$ cat config.mk
export PLATFORM = sky130hd
export DESIGN_NAME = fetch_stage
export DESIGN_NICKNAME = d
export VERILOG_FILES = /design/src/rtl/rv_pkg.sv /design/src/rtl/fetch_fifo.sv /design/src/rtl/fetch_stage.sv
export SDC_FILE = /design/constraint.sdc
export NUM_CORES = 1
export LEC_CHECK = 0
export BUFFER_PORTS_ARGS = -buffer_cell sky130_fd_sc_hd__buf_4
export CAP_MARGIN = 20
export CELL_PAD_IN_SITES_DETAIL_PLACEMENT = 1
export CELL_PAD_IN_SITES_GLOBAL_PLACEMENT = 1
export CORE_AREA = 10 10 151 153
export CTS_BUF_LIST = sky130_fd_sc_hd__clkbuf_8
export DETAILED_ROUTE_END_ITERATION = 6
export DIE_AREA = 0 0 161 163
export PLACE_DENSITY_LB_ADDON = 0.1
export SETUP_SLACK_MARGIN = 0.15
export SLEW_MARGIN = 10
export SYNTH_ARGS = -nofsm -noshare
export SYNTH_HDL_FRONTEND = slang
export SYNTH_SLANG_ARGS = --single-unit
$ cat constraint.sdc
create_clock -name clk -period 14.17 [get_ports clk]
set_clock_uncertainty 0.15 [all_clocks]
set_input_delay 0.7085 -clock clk [delete_from_list [all_inputs] [get_ports clk]]
set_output_delay 0.7085 -clock clk [all_outputs]
set_load 0.03 [all_outputs]
$ cat src/rtl/rv_pkg.sv
// Shared RV32I pipeline types and constants.
//   XLEN             datapath / PC width
//   RESET_PC_DEFAULT first fetch address after reset
//   NOP              canonical addi x0,x0,0 encoding (reference only)
//   fetch_entry_t    one buffered fetch result: {instr, pc}
package rv_pkg;

   localparam int unsigned      XLEN             = 32;
   localparam logic [XLEN-1:0]  RESET_PC_DEFAULT = 32'h0000_0000;
   localparam logic [31:0]      NOP              = 32'h0000_0013;

   typedef struct packed {
      logic [31:0]     instr;
      logic [XLEN-1:0] pc;
   } fetch_entry_t;

endpackage

$ cat src/rtl/fetch_fifo.sv
// Small synchronous FIFO used as the fetch instruction buffer.
//   clk, rst_n  clock and synchronous active-low reset
//   push, wdata write one entry
//   pop         retire the head entry
//   clear       empty the FIFO; wins over push
//   full        FIFO holds DEPTH entries
//   count       number of valid entries (0..DEPTH)
//   head        oldest entry (undefined contents when count == 0)
// DEPTH must be a power of two so the pointers wrap by overflow.
module fetch_fifo #(
   parameter  int unsigned WIDTH = 64,
   parameter  int unsigned DEPTH = 2,
   localparam int unsigned AW    = (DEPTH > 1) ? $clog2(DEPTH) : 1,
   localparam int unsigned CW    = $clog2(DEPTH + 1)
) (
   input  logic             clk,
   input  logic             rst_n,
   input  logic             push,
   input  logic             pop,
   input  logic             clear,
   input  logic [WIDTH-1:0] wdata,
   output logic             full,
   output logic [CW-1:0]    count,
   output logic [WIDTH-1:0] head
);

   logic [WIDTH-1:0] mem_q [DEPTH];
   logic [WIDTH-1:0] mem_d [DEPTH];
   logic [AW-1:0]    wr_ptr_q, wr_ptr_d;
   logic [AW-1:0]    rd_ptr_q, rd_ptr_d;
   logic [CW-1:0]    count_q, count_d;
   logic             do_pop;

   always_comb begin
      mem_d    = mem_q;
      wr_ptr_d = wr_ptr_q;
      rd_ptr_d = rd_ptr_q;
      count_d  = count_q;
      do_pop   = pop && (count_q != '0);
      if (clear) begin
         wr_ptr_d = '0;
         rd_ptr_d = '0;
         count_d  = '0;
      end else begin
         if (push) begin
            mem_d[wr_ptr_q] = wdata;
            wr_ptr_d        = wr_ptr_q + AW'(1);
         end
         if (do_pop) begin
            rd_ptr_d = rd_ptr_q + AW'(1);
         end
         count_d = count_q + CW'(push) - CW'(do_pop);
      end
   end

   always_ff @(posedge clk) begin
      if (!rst_n) begin
         wr_ptr_q <= '0;
         rd_ptr_q <= '0;
         count_q  <= '0;
      end else begin
         wr_ptr_q <= wr_ptr_d;
         rd_ptr_q <= rd_ptr_d;
         count_q  <= count_d;
      end
      mem_q <= mem_d;
   end

   assign full  = (count_q == CW'(DEPTH));
   assign count = count_q;
   assign head  = mem_q[rd_ptr_q];

endmodule

$ cat src/rtl/fetch_stage.sv
// RV32I instruction fetch stage.
// Generates the PC, issues word reads to a 1-cycle-latency instruction
// memory, buffers responses and hands {instr, pc, pc+4} to decode under
// a valid/ready handshake. An EX redirect flushes the buffer and restarts
// fetch at the (word-aligned) target.
//   clk, rst_n        clock, synchronous active-low reset
//   imem_req/addr     instruction memory read request / word address
//   imem_rdata        read data, valid the cycle after imem_req
//   if_valid/instr/pc/pc_plus4  head entry towards decode
//   id_ready          decode accepts the head entry
//   redirect_valid/pc branch / jump / flush from EX
// Optional build macro FETCH_PERF_CNT_EN adds saturating counters
//   perf_stall_cnt (if_valid && !id_ready cycles) and
//   perf_flush_cnt (redirect_valid cycles).
module fetch_stage #(
   parameter int unsigned     XLEN       = rv_pkg::XLEN,
   parameter logic [XLEN-1:0] RESET_PC   = rv_pkg::RESET_PC_DEFAULT,
   parameter int unsigned     FIFO_DEPTH = 2
) (
   input  logic            clk,
   input  logic            rst_n,
   output logic            imem_req,
   output logic [XLEN-1:0] imem_addr,
   input  logic [31:0]     imem_rdata,
   output logic            if_valid,
   output logic [31:0]     if_instr,
   output logic [XLEN-1:0] if_pc,
   output logic [XLEN-1:0] if_pc_plus4,
   input  logic            id_ready,
   input  logic            redirect_valid,
`ifdef FETCH_PERF_CNT_EN
   output logic [31:0]     perf_stall_cnt,
   output logic [31:0]     perf_flush_cnt,
`endif
   input  logic [XLEN-1:0] redirect_pc
);

   import rv_pkg::*;

   localparam int unsigned CW = $clog2(FIFO_DEPTH + 1);
   localparam int unsigned OW = CW + 1;

   logic [XLEN-1:0] pc_q, pc_d;
   logic [XLEN-1:0] pc_resp_q, pc_resp_d;
   logic            inflight_q, inflight_d;
   logic            pop, push;
   logic [OW-1:0]   occupancy;
   logic [CW-1:0]   fifo_count;
   logic            fifo_full_unused;
   logic [$bits(fetch_entry_t)-1:0] fifo_head;
   fetch_entry_t    wr_entry, head_entry;
   logic            unused_redirect_lsbs;

   assign unused_redirect_lsbs = ^redirect_pc[1:0];
   assign wr_entry             = {imem_rdata, pc_resp_q};

   always_comb begin
      head_entry = fetch_entry_t'(fifo_head);
      // Combinational outputs are forced quiet while reset is asserted,
      // even on the first reset cycle before the state has been cleared.
      if_valid    = rst_n && (fifo_count != '0);
      if_instr    = if_valid ? head_entry.instr : '0;
      if_pc       = if_valid ? head_entry.pc : '0;
      if_pc_plus4 = if_valid ? head_entry.pc + XLEN'(4) : '0;

      pop = if_valid && id_ready && !redirect_valid;
      // Entries already buffered plus the one still in flight, less the one
      // leaving this cycle, must leave room for the response of a new request.
      occupancy = OW'(fifo_count) + OW'(inflight_q) - OW'(pop);
      imem_req  = rst_n && (redirect_valid || (occupancy < OW'(FIFO_DEPTH)));
      imem_addr = redirect_valid ? {redirect_pc[XLEN-1:2], 2'b00} : pc_q;

      pc_d       = imem_req ? imem_addr + XLEN'(4) : pc_q;
      pc_resp_d  = imem_req ? imem_addr : pc_resp_q;
      inflight_d = imem_req;
      // A response landing in a redirect cycle belongs to the wrong path.
      push = inflight_q && !redirect_valid;
   end

   always_ff @(posedge clk) begin
      if (!rst_n) begin
         pc_q       <= RESET_PC;
         pc_resp_q  <= '0;
         inflight_q <= 1'b0;
      end else begin
         pc_q       <= pc_d;
         pc_resp_q  <= pc_resp_d;
         inflight_q <= inflight_d;
      end
   end

   fetch_fifo #(
      .WIDTH ($bits(fetch_entry_t)),
      .DEPTH (FIFO_DEPTH)
   ) u_fifo (
      .clk   (clk),
      .rst_n (rst_n),
      .push  (push),
      .pop   (pop),
      .clear (redirect_valid),
      .wdata (wr_entry),
      .full  (fifo_full_unused),
      .count (fifo_count),
      .head  (fifo_head)
   );

`ifdef FETCH_PERF_CNT_EN
   logic [31:0] perf_stall_q, perf_stall_d;
   logic [31:0] perf_flush_q, perf_flush_d;

   always_comb begin
      perf_stall_d = perf_stall_q;
      perf_flush_d = perf_flush_q;
      if (if_valid && !id_ready && (perf_stall_q != '1)) begin
         perf_stall_d = perf_stall_q + 32'd1;
      end
      if (redirect_valid && (perf_flush_q != '1)) begin
         perf_flush_d = perf_flush_q + 32'd1;
      end
   end

   always_ff @(posedge clk) begin
      if (!rst_n) begin
         perf_stall_q <= '0;
         perf_flush_q <= '0;
      end else begin
         perf_stall_q <= perf_stall_d;
         perf_flush_q <= perf_flush_d;
      end
   end

   assign perf_stall_cnt = perf_stall_q;
   assign perf_flush_cnt = perf_flush_q;
`endif

endmodule
==> impl_metrics.csv <==
group,metric,value,unit
status,result_of_the_run,"complete, no violations",
detailed_routing,totalWireLength,25.73,mm
clock_tree,tritoncts,"built",
clock_tree,cts-hold-fix-buffers,0,
grt,overall_fraction_of_global_route_tracks_in_use,19.15,%
grt,grt_antenna_before_repair,0,
synth,yosys_warnings,0,
timing,postLayoutSetupSlackWorst,9002,ps
grt,grt_pass1_vias,7237,
cells_and_area,areaGrowthSynthToFinish,21.93,%
die,num_io_pins,198,
detailed_routing,ant_nets,0,
critical_path,slowest_delay,790,ps
die,num_rows,52,
place,dp_hpwl,18.78,mm
critical_path,crit_path_end_kind,"primary output",
synth,yosys.area.top_type,"sky130_fd_sc_hd__edfxtp_1",
power_and_ir_drop,pwr_density_cell,102.1,nW/um^2
clock_tree,cts_root_buffer,"sky130_fd_sc_hd__clkbuf_8",
hold_path,hold_path_class,"in2reg",
timing,hold-worst-slack,263.0,ps
cells_and_area,sequential_cell_area,5189,um^2
flow_run,max-cap-violations,0,
cells_and_area,insertedDiodeCount,0,
synth,register_bit_count_reported_by_yosys,195,
grt,grt_start_max_net_pins,89,
cells_and_area,nets,1107,
detailed_routing,drc,0,
detailed_routing,drt-vias-per-instance,5.515,
critical_path,worstPathMaxFanout,52,
synth,edff_count_synth,128,
timing,final-hold-violation-count,0,
detailed_routing,routed_wire_length_per_instance,19.55,um
synth,synth.lib_cells_used.distinct,64,
critical_path,crit_path_top_delay_cell,"sky130_fd_sc_hd__dfxtp_4",
power_and_ir_drop,total_leakage_power,4.341,nW
timing,post_layout_minimum_cycle_time,5168,ps
cells_and_area,layout-drive-gt1-share,25.33,%
synth,synth_top_cell_area_share,41.04,%
grt,grt_pass1_wl,40.39,mm
cells_and_area,multi_input_area,3837,um^2
synth,ys_top_cells_by_area,"sky130_fd_sc_hd__edfxtp_1 41%, sky130_fd_sc_hd__dfxtp_1 14%, sky130_fd_sc_hd__mux2i_1 9.0%",
synth,synthCells,857,
timing,worst_slew_pin_slew,995.1,ps
critical_path,crit_path_cell_trace,"buf_4 -> nand3_1 -> a21oi_1 -> nand3_1 -> a2111oi_0 -> mux2_2 -> buf_4",
synth,netlist_area_before_placement,9366,um^2
synth,dominantRegCellSynth,"sky130_fd_sc_hd__edfxtp_1",
clock_tree,insertion_delay,470,ps
place,buffer_ports.inserted,195,
synth,post_synthesis_sequential_area_ratio,55.36,%
die,design.die.area,26240,um^2
critical_path,worstPathRequired,13310,ps
detailed_routing,initialDrtViolationCount,556,
detailed_routing,via_count,7258,
clock_tree,clock_sink_count,195,
cells_and_area,fillerInstances,2221,
synth,avgSynthCellArea,10.93,um^2
die,initial_util,47.05,%
timing,slew-limit-headroom,33.66,%
synth,synth_fp_nets,931,
timing,setup_violations,0,
power_and_ir_drop,max-vdd-ir-drop,79.18,uV
place,routabilityCongestion,0.8365,
clock_tree,postCtsSetupBuffers,0,
clock_tree,clkTransAtPathRegs,110,ps
critical_path,critical_path.startpoint_type,"register",
timing,max_freq,193.5,MHz
critical_path,cp_data_arrival_time,4310,ps
critical_path,critPathKind,"reg2out",
clock_tree,numCtsBuffers,17,
die,core_region_area,19910,um^2
timing,post-route-period-util,36.47,%
grt,final_global_route_overflow_total,0,
synth,asyncSetResetFlopFracSynth,0,%
clock_tree,clk_buf_depth,2,
die,die_w,161,um
detailed_routing,drt-pass1-iter-count,4,
clock_tree,cts-resized-gates,0,
timing,slew_violations,0,
critical_path,setup.reg_to_reg.worst_slack,10740,ps
die,die_height,163,um
timing,final_layout_setup_total_negative_slack,0,ps
timing,rsz_0062_raised_after_global_routing,"false",
clock_tree,cts-htree-levels,4,
place,pre_cts_setup_slack,9374,ps
layout by cell type (no fill, tap or decap), types with 11 or more instances in the layout:
cell type and count:
sky130_fd_sc_hd__dfxtp_1 66, sky130_fd_sc_hd__xnor2_1 24, sky130_fd_sc_hd__nor2_1 96, sky130_fd_sc_hd__inv_1 36
sky130_fd_sc_hd__a211oi_1 12, sky130_fd_sc_hd__nor2b_1 11, sky130_fd_sc_hd__edfxtp_1 128, sky130_fd_sc_hd__nand3_1 67
sky130_fd_sc_hd__clkbuf_8 17, sky130_fd_sc_hd__mux2i_1 84, sky130_fd_sc_hd__a21oi_1 12, sky130_fd_sc_hd__nand4_1 18
sky130_fd_sc_hd__nand3b_1 18, sky130_fd_sc_hd__buf_4 205, sky130_fd_sc_hd__mux2_2 16, sky130_fd_sc_hd__o21ai_0 36
sky130_fd_sc_hd__nor3_1 13, sky130_fd_sc_hd__nand2_1 62
routing by layer:
| layer | GRT usage [%] | vias to the layer above | part of all wire (%) |
|---|---|---|---|
| met5 | 0 | - | 0 |
| met3 | 4.348 | 21 | 5.0 |
| met2 | 29.89 | 212 | 45 |
| met4 | 4.921 | 0 | 1.5 |
| met1 | 26.39 | 3528 | 49 |
| li1 | - | 3497 | - |
critical path: cells and delay by family (launching register included):
kind	cells	cell delay, ps
compound gates	2	1180
buf+inv	2	820
flops	1	790
simple gates	2	640
mux	1	400
logic make-up (layout without fill, tap and decap cells):
logic type	Yosys count	after routing	share of synthesized area (%)
AND/OR/NAND/NOR	325	325	17.21
AO/OA/AOI/OAI	118	118	8.910
XOR/XNOR	28	28	2.618
multiplexers	101	101	11.02
adder cells (fa/ha/maj)	6	6	0.8817
buffers and inverters	84	273	4.007
flip-flops	195	195	55.36
area by class of cell:
cell class | count | share of cell area (%)
multi-input cells | 578 | 33.60
clock buffers | 17 | 2.049
repair buffers | 205 | 13.48
clock inverters | 15 | 1.304
flip-flops and latches | 195 | 45.43
well taps | 270 | 2.958
inverters | 36 | 1.183
worst paths after layout:
path                            endpoint  cells past startpoint                          from
max                      if_pc_plus4[23]                      7  u_fifo.rd_ptr_q$_SDFFE_PP0P_
min          u_fifo.mem_q[119]$_DFFE_PP_                      1                imem_rdata[23]
max reg2reg        pc_q[30]$_SDFFE_PN0P_                     11    u_fifo.count[1]$_SDFF_PP0_
min reg2reg    u_fifo.mem_q[0]$_DFFE_PP_                      0          pc_q[0]$_SDFFE_PN0P_
cells in the mapped netlist (all sizes together), types with 2 or more instances:
cell type and n:
o21ai 37, a2111oi 3, nand4 20, a211o 2
mux2i 84, inv 35, nand2 62, edfxtp 128
o31ai 6, o31a 5, or4 6, nor2b 12
ha 5, buf 25, a22o 8, xor2 4
nand3b 19, nor4 8, and2 7, nand4b 5
mux2 17, a222oi 4, dfxtp 67, a21oi 13
a21o 3, nor2 97, o211ai 2, a211oi 12
nor3 13, xnor2 24, clkbuf 23, o311ai 2
a22oi 6, nand2b 4, or3 3, nand3 67
a32o 3
where the power goes:
| group | leakage, nW | switching [mW] | internal (mW) | total, mW |
|---|---|---|---|---|
| logic | 2.43 | 0.0982 | 0.0597 | 0.158 |
| registers | 1.73 | 0.0190 | 0.636 | 0.655 |
| clock network | 0.188 | 0.209 | 0.144 | 0.354 |
sequential cells by signal, summed over array words and instances, names as in the netlist:
name / count
u_fifo.mem_q: 128
pc_q: 32
pc_resp_q: 30
u_fifo.count: 2
inflight_q: 1
u_fifo.rd_ptr_q: 1
u_fifo.wr_ptr_q: 1
through the flow:
stage	power, mW	area (um^2)	cells	util, %
5_1_grt	1.217	11420	1316	57.37
3_3_place_gp	0.8208	11040	1284	55.44
2_1_floorplan	0.7600	9366	857	-
3_5_place_dp	0.8261	11040	1284	55.44
4_1_cts	1.179	11420	1316	57.37
6_report	1.166	11420	1316	57.37
(Power assumes the default switching activity.)
